### src/rtl/bist_pkg.sv
// -----------------------------------------------------------------------------
// bist_pkg
// Definitions shared by the BIST test-pattern generator and its Galois
// register sub-module:
//   - bist_state_e : run-control states (IDLE, RUN, FLUSH, DONE)
//   - POLY_DEFAULT / SEED_DEFAULT : default tap mask (x^4+x+1) and LFSR seed
//   - galois_step  : one shift of a Galois LFSR of run-time width w
// -----------------------------------------------------------------------------
package bist_pkg;

  // Widest register galois_step can handle.
  localparam int MAX_W = 32;

  localparam logic [3:0] POLY_DEFAULT = 4'b0011;
  localparam logic [3:0] SEED_DEFAULT = 4'b0001;

  typedef enum logic [1:0] {
    IDLE  = 2'd0,
    RUN   = 2'd1,
    FLUSH = 2'd2,
    DONE  = 2'd3
  } bist_state_e;

  // Shift left by one within w bits; if the bit shifted out was set, fold the
  // tap mask back in. Operands are zero-extended to MAX_W so that one function
  // serves every register width.
  function automatic logic [MAX_W-1:0] galois_step(input logic [MAX_W-1:0] x,
                                                   input logic [MAX_W-1:0] poly,
                                                   input int               w);
    logic [MAX_W-1:0] mask;
    logic [MAX_W-1:0] shifted;
    logic             msb;
    mask    = ~({MAX_W{1'b1}} << w);
    msb     = |(x & (MAX_W'(1) << (w - 1)));
    shifted = (x << 1) & mask;
    return msb ? (shifted ^ (poly & mask)) : shifted;
  endfunction

endpackage

### src/rtl/bist_galois_reg.sv
// -----------------------------------------------------------------------------
// bist_galois_reg
// WIDTH-bit Galois shift register with parallel load and an xor input.
// Serves as the pattern LFSR (xor_in tied to zero) and as the response MISR
// (xor_in = CUT response).
// Ports:
//   clk      : clock, rising edge
//   load     : load load_val this cycle (takes priority over en)
//   load_val : value written on load
//   en       : advance q <= step(q) ^ xor_in
//   xor_in   : value folded in on each advance
//   q        : register contents
// -----------------------------------------------------------------------------
module bist_galois_reg
  import bist_pkg::*;
#(
  parameter int               WIDTH = 4,
  parameter logic [WIDTH-1:0] POLY  = WIDTH'(POLY_DEFAULT)
) (
  input  logic             clk,
  input  logic             load,
  input  logic [WIDTH-1:0] load_val,
  input  logic             en,
  input  logic [WIDTH-1:0] xor_in,
  output logic [WIDTH-1:0] q
);

  logic [WIDTH-1:0] step_val;

  assign step_val = WIDTH'(galois_step(MAX_W'(q), MAX_W'(POLY), WIDTH));

  always_ff @(posedge clk) begin
    if (load) begin
      q <= load_val;
    end else if (en) begin
      q <= step_val ^ xor_in;
    end
  end

endmodule

### src/rtl/bist_tpg.sv
// -----------------------------------------------------------------------------
// bist_tpg
// BIST pattern generator and response compactor. A start pulse launches a run
// of NUM_PAT pseudo-random patterns (Galois LFSR) handed to the CUT over a
// valid/ready handshake. Each response, arriving one clock after its pattern
// was accepted, is folded into a MISR; after the last response the signature
// is compared against GOLDEN.
// Ports:
//   clk       : clock, rising edge
//   rst       : synchronous reset, active low
//   start     : run request, honoured only in IDLE or DONE
//   pat_ready : CUT accepts pat_out this cycle
//   resp_in   : CUT response, valid one clock after each accepted pattern
//   pat_out   : current pattern (LFSR contents)
//   pat_valid : pat_out is valid (RUN)
//   busy      : RUN or FLUSH
//   done      : run complete, pass and sig_out final
//   pass      : final signature equals GOLDEN
//   sig_out   : MISR contents
// -----------------------------------------------------------------------------
module bist_tpg
  import bist_pkg::*;
#(
  parameter int               WIDTH   = 4,
  parameter logic [WIDTH-1:0] POLY    = WIDTH'(POLY_DEFAULT),
  parameter logic [WIDTH-1:0] SEED    = WIDTH'(SEED_DEFAULT),
  parameter int               NUM_PAT = 15,
  parameter logic [WIDTH-1:0] GOLDEN  = '0
) (
  input  logic             clk,
  input  logic             rst,
  input  logic             start,
  input  logic             pat_ready,
  input  logic [WIDTH-1:0] resp_in,
  output logic [WIDTH-1:0] pat_out,
  output logic             pat_valid,
  output logic             busy,
  output logic             done,
  output logic             pass,
  output logic [WIDTH-1:0] sig_out
);

  localparam int CNT_W = $clog2(NUM_PAT + 1);

  if (SEED == '0) begin : g_bad_seed
    $error("bist_tpg: SEED must be nonzero, an all-zero LFSR never advances");
  end
  if (WIDTH < 2 || WIDTH > MAX_W) begin : g_bad_width
    $error("bist_tpg: WIDTH out of range");
  end
  if (NUM_PAT < 1) begin : g_bad_num_pat
    $error("bist_tpg: NUM_PAT must be at least 1");
  end

  bist_state_e      state_q;
  logic [CNT_W-1:0] cnt_q;
  logic             resp_v_q;
  logic             fire;
  logic             start_acc;
  logic             last_pat;
  logic             reg_load;
  logic [WIDTH-1:0] lfsr_q;
  logic [WIDTH-1:0] misr_q;

  assign fire      = (state_q == RUN) & pat_ready;
  assign start_acc = start & ((state_q == IDLE) | (state_q == DONE));
  assign last_pat  = (cnt_q == CNT_W'(NUM_PAT - 1));
  // Reset and run start both reinitialise the two data registers.
  assign reg_load  = ~rst | start_acc;

  always_ff @(posedge clk) begin
    if (!rst) begin
      state_q  <= IDLE;
      cnt_q    <= '0;
      resp_v_q <= 1'b0;
    end else begin
      resp_v_q <= fire;
      case (state_q)
        IDLE, DONE: begin
          if (start) begin
            state_q <= RUN;
            cnt_q   <= '0;
          end
        end
        RUN: begin
          if (fire) begin
            cnt_q <= cnt_q + CNT_W'(1);
            if (last_pat) state_q <= FLUSH;
          end
        end
        FLUSH:   state_q <= DONE;
        default: state_q <= IDLE;
      endcase
    end
  end

  bist_galois_reg #(.WIDTH(WIDTH), .POLY(POLY)) u_lfsr (
    .clk      (clk),
    .load     (reg_load),
    .load_val (SEED),
    .en       (fire),
    .xor_in   ('0),
    .q        (lfsr_q)
  );

  // resp_v_q marks the cycle in which resp_in belongs to an accepted pattern,
  // so the compactor runs in any state, including FLUSH.
  bist_galois_reg #(.WIDTH(WIDTH), .POLY(POLY)) u_misr (
    .clk      (clk),
    .load     (reg_load),
    .load_val ('0),
    .en       (resp_v_q),
    .xor_in   (resp_in),
    .q        (misr_q)
  );

  assign pat_out   = lfsr_q;
  assign pat_valid = (state_q == RUN);
  assign busy      = (state_q == RUN) | (state_q == FLUSH);
  assign done      = (state_q == DONE);
  assign sig_out   = misr_q;
  // In DONE the MISR holds the signature absorbed during FLUSH and cannot move
  // (no pattern fires), so comparing it here equals a compare taken at FLUSH.
  assign pass      = done & (misr_q == GOLDEN);

endmodule

### config.mk
export PLATFORM = sky130hd
export DESIGN_NAME = bist_tpg
export DESIGN_NICKNAME = d
export VERILOG_FILES = /design/src/rtl/bist_pkg.sv /design/src/rtl/bist_galois_reg.sv /design/src/rtl/bist_tpg.sv
export SDC_FILE = /design/constraint.sdc
export NUM_CORES = 1
export LEC_CHECK = 0
export ABC_AREA = 1
export BUFFER_PORTS_ARGS = -buffer_cell sky130_fd_sc_hd__buf_4
export CAP_MARGIN = 20
export CORE_UTILIZATION = 51
export DETAILED_ROUTE_END_ITERATION = 8
export GPL_TIMING_DRIVEN = 0
export PLACE_DENSITY = 0.77
export SETUP_SLACK_MARGIN = 0.15
export SKIP_CTS_REPAIR_TIMING = 1
export SLEW_MARGIN = 40
export SYNTH_ARGS = -nofsm -noshare
export SYNTH_HDL_FRONTEND = slang
export SYNTH_SLANG_ARGS = --single-unit
export TNS_END_PERCENT = 1
### constraint.sdc
create_clock -name clk -period 1.6 [get_ports clk]
set_clock_uncertainty 0.1 [all_clocks]
set_input_delay 0.24 -clock clk [delete_from_list [all_inputs] [get_ports clk]]
set_output_delay 0.24 -clock clk [all_outputs]
set_load 0.005 [all_outputs]
==> metrics.md, run 1 <==
| Metric | Value |
|---|---|
| Net Count, Synth | `129` |
| Area grow syn2layout | `28.70%` |
| HPWL Detailed | `1203 um` |
| Die W | `42.09 um` |
| PwrDens | `1361 nW/um^2` |
| Clk pwr share | `0.152` |
| Largest family of logic cells by synthesized area | `simple AND/OR/NAND/NOR gates` |
| RePlAce Congestion | `0.7715` |
| CTS Buf Count | `3` |
| Final Hold Fails | `0` |
| Clock root buffer master | `clkbuf_4` |
| DR top layer | `met4` |
| Xor and xnor fraction of the mapped netlist area | `0.06412` |
| Dpl ws | `0.1416 ns` |
| Core area | `1506 um^2` |
| TritonCTS clock tree | `built` |
| Std cell rows | `14` |
| H-tree Lvls | `1` |
| Layout fillers | `138` |
| Seq cells post-synth | `15` |
| GRT Overall Usage | `0.2016` |
| Initial antenna violation count | `0` |
| Finished Layout Cells | `156` |
| Routed wl met2 | `881 um` |
| First-pass GRT wire length | `2670 um` |
| Register area share after synthesis | `0.3664` |
| IO Pins | `20` |
| Die Span Y | `42.09 um` |
| CP Launch Type | `flop` |
| Clock latency on the worst-skew pair | `0.29 ns` |
| P_leak | `0.5203 nW` |
| Slew at the pin closest to its max-slew limit | `0.2086 ns` |
| Initial Utilization | `0.5440` |
| Hold Path Class | `input pin to flop` |
| Syn. warnings | `0` |
| Reg power frac | `0.357` |
| FMAX | `676.8 MHz` |
| Global route overflow | `0` |
| Total routed wirelength | `1678 um` |
| Relative slew slack | `0.8608` |
| Critical path class | `flop to output port` |
| Slew Viols, Final | `0` |
| Ant diodes | `0` |
| RSZ-0062 raised after global routing | `true` |
| Die area | `1771 um^2` |
| Internal power | `0.0008595 W` |
| Met3 Wirelength | `71 um` |
| Wire per inst | `10.76 um` |
| Critical path buffers and inverters | `3` |
| Post-route ant nets | `0` |
| Final setup vio count | `0` |
| Port bufs | `19` |
| Post-Syn Area per Cell | `7.005 um^2` |
| Slowest cell on crit path | `dfxtp_4` |
| Placed Cells incl. Taps | `152` |
| Switch Pwr | `0.0005763 W` |
| Clk buf depth | `2` |
| Switching Fraction | `0.4014` |
| M1 WL | `689 um` |
| DRT Pass-1 Iters | `5` |
| Status | `completed` |
| DR vias/cell | `4.917` |
| Mux cell area share after synthesis | `0` |
| Req. time, crit path | `1.26 ns` |
| Max_cap viols | `0` |
| Synth Cell Area | `819.5 um^2` |
| Crit path time final | `1.478 ns` |
| Number of global-route vias before repair | `709` |
| Synth Area in Compound Gates | `0.1206` |
| Largest net degree at the start of global routing | `9` |
| Total power draw | `0.001436 W` |
| Fin worst setup slack | `0.1225 ns` |
| Synth Area in Adders | `0.06107` |
| CP arrival | `1.14 ns` |
| Final Core Density | `0.7002` |
| Largest stage delay, worst path | `0.38 ns` |
| Gate power share | `0.491` |
| Critical Path Fanout Max | `4` |
| Most used cell, CP | `inv_2` |
| Post-Synth Simple-Gate Area | `0.2504` |
| # DRC | `0` |
| Vias | `767` |
| Layout cells sized above 1 | `0.3071` |
| Initial drt markers | `6` |
| Worst vdd ir | `0.8835 mV` |
| CTS Sinks | `15` |
| CP Cell Sequence | `inv_2, ha_4, inv_2, buf_6` |
| Clk slew on worst S/H paths | `0.08 ns` |
| Synth Instances | `117` |
| CP Capture Type | `output port` |
| Count of cell types in the netlist | `18` |
| Nets | `153` |
| Family with the most delay on the worst path | `flip-flops` |
| Tcrit/Tclk final | `0.9234` |
## layer usage
metal	track usage	vias up
li1	-	403
met1	0.2276	338
met2	0.3406	21
met3	0.03879	5
met4	0.1375	0
met5	0	-
## logic make-up (layout without fill, tap and decap cells)
kind of cell	count (synthesis)	in the layout
fa+ha+maj	4	4
flops	15	15
xor+xnor	6	6
buf+inv	27	50
simple gates	46	46
compound gates	19	19
## state kept, by name (all words and copies together), names as in the netlist
name,flops
u_lfsr.q,4
resp_v_q,1
u_misr.q,4
state_q,2
cnt_q,4
## cells in the final DEF, fill, tap and decap left out, drive strengths merged
cell type / n
xnor2: 2
nand3: 5
buf: 22
nor3: 1
nor2: 16
nand4: 1
inv: 24
ha: 4
clkbuf: 4
o21ai: 8
nand2: 23
a21oi: 11
xor2: 4
dfxtp: 15
## per-stage QoR
| stage | TNS, ns | area [um^2] | hold WS [ns] |
|---|---|---|---|
| finish | 0 | 1055 | 0.1210 |
| global route | 0 | 1055 | 0.1215 |
| CTS | -0.01462 | 1008 | 0.1127 |
| detailed placement | 0 | 982.2 | 0.3665 |
| global placement | 0 | 982.2 | 0.3662 |
| floorplan | 0 | 819.5 | 0.2757 |
## power groups by stage
| stage | clock (W) | combinational, W | sequential, W |
|---|---|---|---|
| 3_5_place_dp | 0 | 0.000625 | 0.000493 |
| 5_1_grt | 0.000241 | 0.000774 | 0.000525 |
| 6_report | 0.000218 | 0.000706 | 0.000513 |
| 4_1_cts | 0.000225 | 0.000627 | 0.000485 |
| 2_1_floorplan | 0 | 0.000433 | 0.000486 |
| 3_3_place_gp | 0 | 0.000602 | 0.000491 |
## worst reg2reg max path: stages, from the launching register on
cell     delay, ns
dfxtp_4       0.38
inv_2         0.05
ha_4          0.25
a21oi_2       0.17
inv_2         0.10
a21oi_1       0.15
o21ai_0       0.11
inv_1         0.06
## Yosys cell counts
library cell | number | area [um^2]
inv_1 | 20 | 75.07
nand2_1 | 19 | 71.32
nor2_1 | 16 | 60.06
dfxtp_1 | 15 | 300.3
a21oi_1 | 10 | 50.05
o21ai_0 | 7 | 35.03
ha_1 | 4 | 50.05
inv_2 | 4 | 15.01
nand2_2 | 4 | 25.02
nand3_1 | 4 | 20.02
xor2_1 | 4 | 35.03
buf_4 | 3 | 22.52
xnor2_1 | 2 | 17.52
a21oi_2 | 1 | 8.760
nand3_4 | 1 | 17.52
nand4_1 | 1 | 6.260
nor3_1 | 1 | 5.000
o21ai_1 | 1 | 5.000
## layout make-up
class                           count  area [um^2]  area share
Multi-Input combinational cell     75        441.7      0.4187
Sequential cell                    15        307.8      0.2918
Timing Repair Buffer               19        146.4      0.1388
Inverter                           24        90.09     0.08541
Clock buffer                        4        26.28     0.02491
Buffer                              3        22.52     0.02135
Tap cell                           16        20.02     0.01898
## final timing paths
path,start,depth (start not counted),slack [ns],endpoint
setup / recovery,state_q[1]$_SDFFE_PN0P_,4,0.12,busy
setup reg to reg,state_q[1]$_SDFFE_PN0P_,7,0.19,u_misr.q[3]$_SDFFE_PP0P_
hold reg to reg,u_lfsr.q[1]$_SDFFE_PP0P_,2,0.38,u_lfsr.q[2]$_SDFFE_PP0P_
hold / removal,rst,3,0.12,cnt_q[0]$_SDFFE_PN0P_
(Power assumes the default switching activity.)
==> run 2, diff against run 1 <==
RECOVER_POWER = 25   (was not set)
==> metrics.md, run 2 (synthesized netlist as in run 1, its figures left out) <==
| Metric | Value |
|---|---|
| Area grow syn2layout | `28.70%` |
| FMAX | `677.2 MHz` |
| Tcrit/Tclk final | `0.9230` |
| Layout fillers | `138` |
| # DRC | `0` |
| P_leak | `0.5182 nW` |
| Setup slack, reg-to-reg | `0.19 ns` |
| Nets | `153` |
| Req. time, crit path | `1.26 ns` |
| HPWL Detailed | `1203 um` |
| Wire per inst | `10.65 um` |
| Most used cell, CP | `inv_2` |
| Worst vdd ir | `0.8826 mV` |
| Number of global-route vias before repair | `709` |
| TritonCTS clock tree | `built` |
| Largest net degree at the start of global routing | `9` |
| Hold Crit Start | `rst` |
| Worst hold path endpoint | `cnt_q[0]$_SDFFE_PN0P_` |
| DRT Pass-1 Iters | `6` |
| Most frequent cells in the layout | `19 x nand2_1, 18 x inv_1, 16 x nor2_1, 16 x buf_4, 13 x dfxtp_1` |
| CP Launch Type | `flop` |
| Hold slack | `0.1197 ns` |
| Max_cap viols | `0` |
| Global route overflow | `0` |
| Switching Fraction | `0.4002` |
| Initial Utilization | `0.5440` |
| Initial drt markers | `6` |
| Switch Pwr | `0.0005722 W` |
| Clock latency on the worst-skew pair | `0.29 ns` |
| R2r startpoint | `state_q[1]$_SDFFE_PN0P_` |
| Relative slew slack | `0.8686` |
| CP Cell Sequence | `inv_2, ha_4, inv_2, buf_6` |
| Final Instance Area | `1055 um^2` |
| GRT Overall Usage | `0.2016` |
| PwrDens | `1356 nW/um^2` |
| Die W | `42.09 um` |
| IO Pins | `20` |
| Std cell rows | `14` |
| RSZ-0062 raised after global routing | `true` |
| Worst R2R End | `u_misr.q[3]$_SDFFE_PP0P_` |
| Slew Viols, Final | `0` |
| Die Span Y | `42.09 um` |
| Slowest cell on crit path | `dfxtp_4` |
| RePlAce Congestion | `0.7715` |
| Clock root buffer master | `clkbuf_4` |
| Biggest regs | `cnt_q x4, u_lfsr.q x4, u_misr.q x4` |
| DR vias/cell | `4.872` |
| CP Capture Type | `output port` |
| CP arrival | `1.14 ns` |
| Slew at the pin closest to its max-slew limit | `0.1951 ns` |
| Internal power | `0.0008578 W` |
| Status | `completed` |
| Total power draw | `0.001430 W` |
| Dpl cell area | `982.2 um^2` |
| Family with the most delay on the worst path | `flip-flops` |
| First-pass GRT wire length | `2670 um` |
| Clk buf depth | `2` |
| Post-route ant nets | `0` |
| CTS Buf Count | `3` |
| Core area | `1506 um^2` |
| Final setup vio count | `0` |
| Reg2reg path depth | `7` |
| Total routed wirelength | `1662 um` |
| Port bufs | `19` |
| Initial antenna violation count | `0` |
| Reg power frac | `0.359` |
| Die area | `1771 um^2` |
| Crit. path cell count | `4` |
| Fin worst setup slack | `0.1232 ns` |
| Final Hold Fails | `0` |
| Final Core Density | `0.7002` |
| CTS Sinks | `15` |
| Hold Path Class | `input pin to flop` |
| Critical Path Fanout Max | `4` |
| Clk slew on worst S/H paths | `0.08 ns` |
| Layout cells sized above 1 | `0.3071` |
| Clk pwr share | `0.152` |
| H-tree Lvls | `1` |
| Vias | `760` |
| Most common cell after layout, fill and taps aside | `nand2_1` |
| Ant diodes | `0` |
| Critical path class | `flop to output port` |
| Crit path time final | `1.477 ns` |
| Largest stage delay, worst path | `0.38 ns` |
| Critical path buffers and inverters | `3` |
| Dpl ws | `0.1416 ns` |
| Gate power share | `0.489` |
| Cell depth of the worst hold path | `3` |
run 2: cell count changes in the layout (fill, tap and decap cells not counted), sizes merged:
cell	previous run	this run
clkbuf	4	9
buf	22	17
run 2: layout make-up:
cell class | count | area, um^2 | area share
tap | 16 | 20.02 | 0.01898
buffer | 3 | 22.52 | 0.02135
timing repair buffer | 19 | 146.4 | 0.1388
multi-input combinational | 75 | 441.7 | 0.4187
inverter | 24 | 90.09 | 0.08541
clock buffer | 4 | 26.28 | 0.02491
sequential | 15 | 307.8 | 0.2918
run 2: routing by layer:
layer  GRT usage  share of wire  vias to the layer above
met5           0              0                        -
met4      0.1375          0.011                        0
met3     0.03879          0.043                        3
met2      0.3406           0.54                       19
met1      0.2276           0.41                      334
li1            -              -                      404
run 2: worst max path at each step:
| stage | slack, ns | from | end |
|---|---|---|---|
| 3_3_place_gp | 0.19 | state_q[1]$_SDFFE_PN0P_ | cnt_q[3]$_SDFFE_PN0P_ |
| 3_5_place_dp | 0.14 | state_q[1]$_SDFFE_PN0P_ | state_q[1]$_SDFFE_PN0P_ |
| 6_report | 0.12 | state_q[1]$_SDFFE_PN0P_ | busy |
| 4_1_cts | -0.01 | state_q[1]$_SDFFE_PN0P_ | busy |
| 2_1_floorplan | 0.26 | state_q[1]$_SDFFE_PN0P_ | cnt_q[3]$_SDFFE_PN0P_ |
| 5_1_grt | 0.08 | state_q[0]$_SDFFE_PN0P_ | pass |
run 2: per-stage QoR:
stage,cells,setup TNS (ns)
3_3_place_gp,152,0
2_1_floorplan,117,0
5_1_grt,156,0
4_1_cts,156,-0.01462
3_5_place_dp,152,0
6_report,156,0
run 2: worst reg2reg max path, cell delays in order, from the launching register on:
cell,delay [ns]
dfxtp_4,0.38
inv_2,0.05
ha_4,0.25
a21oi_2,0.17
inv_2,0.10
a21oi_1,0.15
o21ai_0,0.11
inv_1,0.06
run 2: power groups by stage:
stage	logic [W]	clock network, W	registers (W)
2_1_floorplan	0.000433	0	0.000486
3_3_place_gp	0.000602	0	0.000491
3_5_place_dp	0.000625	0	0.000493
4_1_cts	0.000627	0.000225	0.000485
5_1_grt	0.000773	0.000241	0.000525
6_report	0.000699	0.000218	0.000513
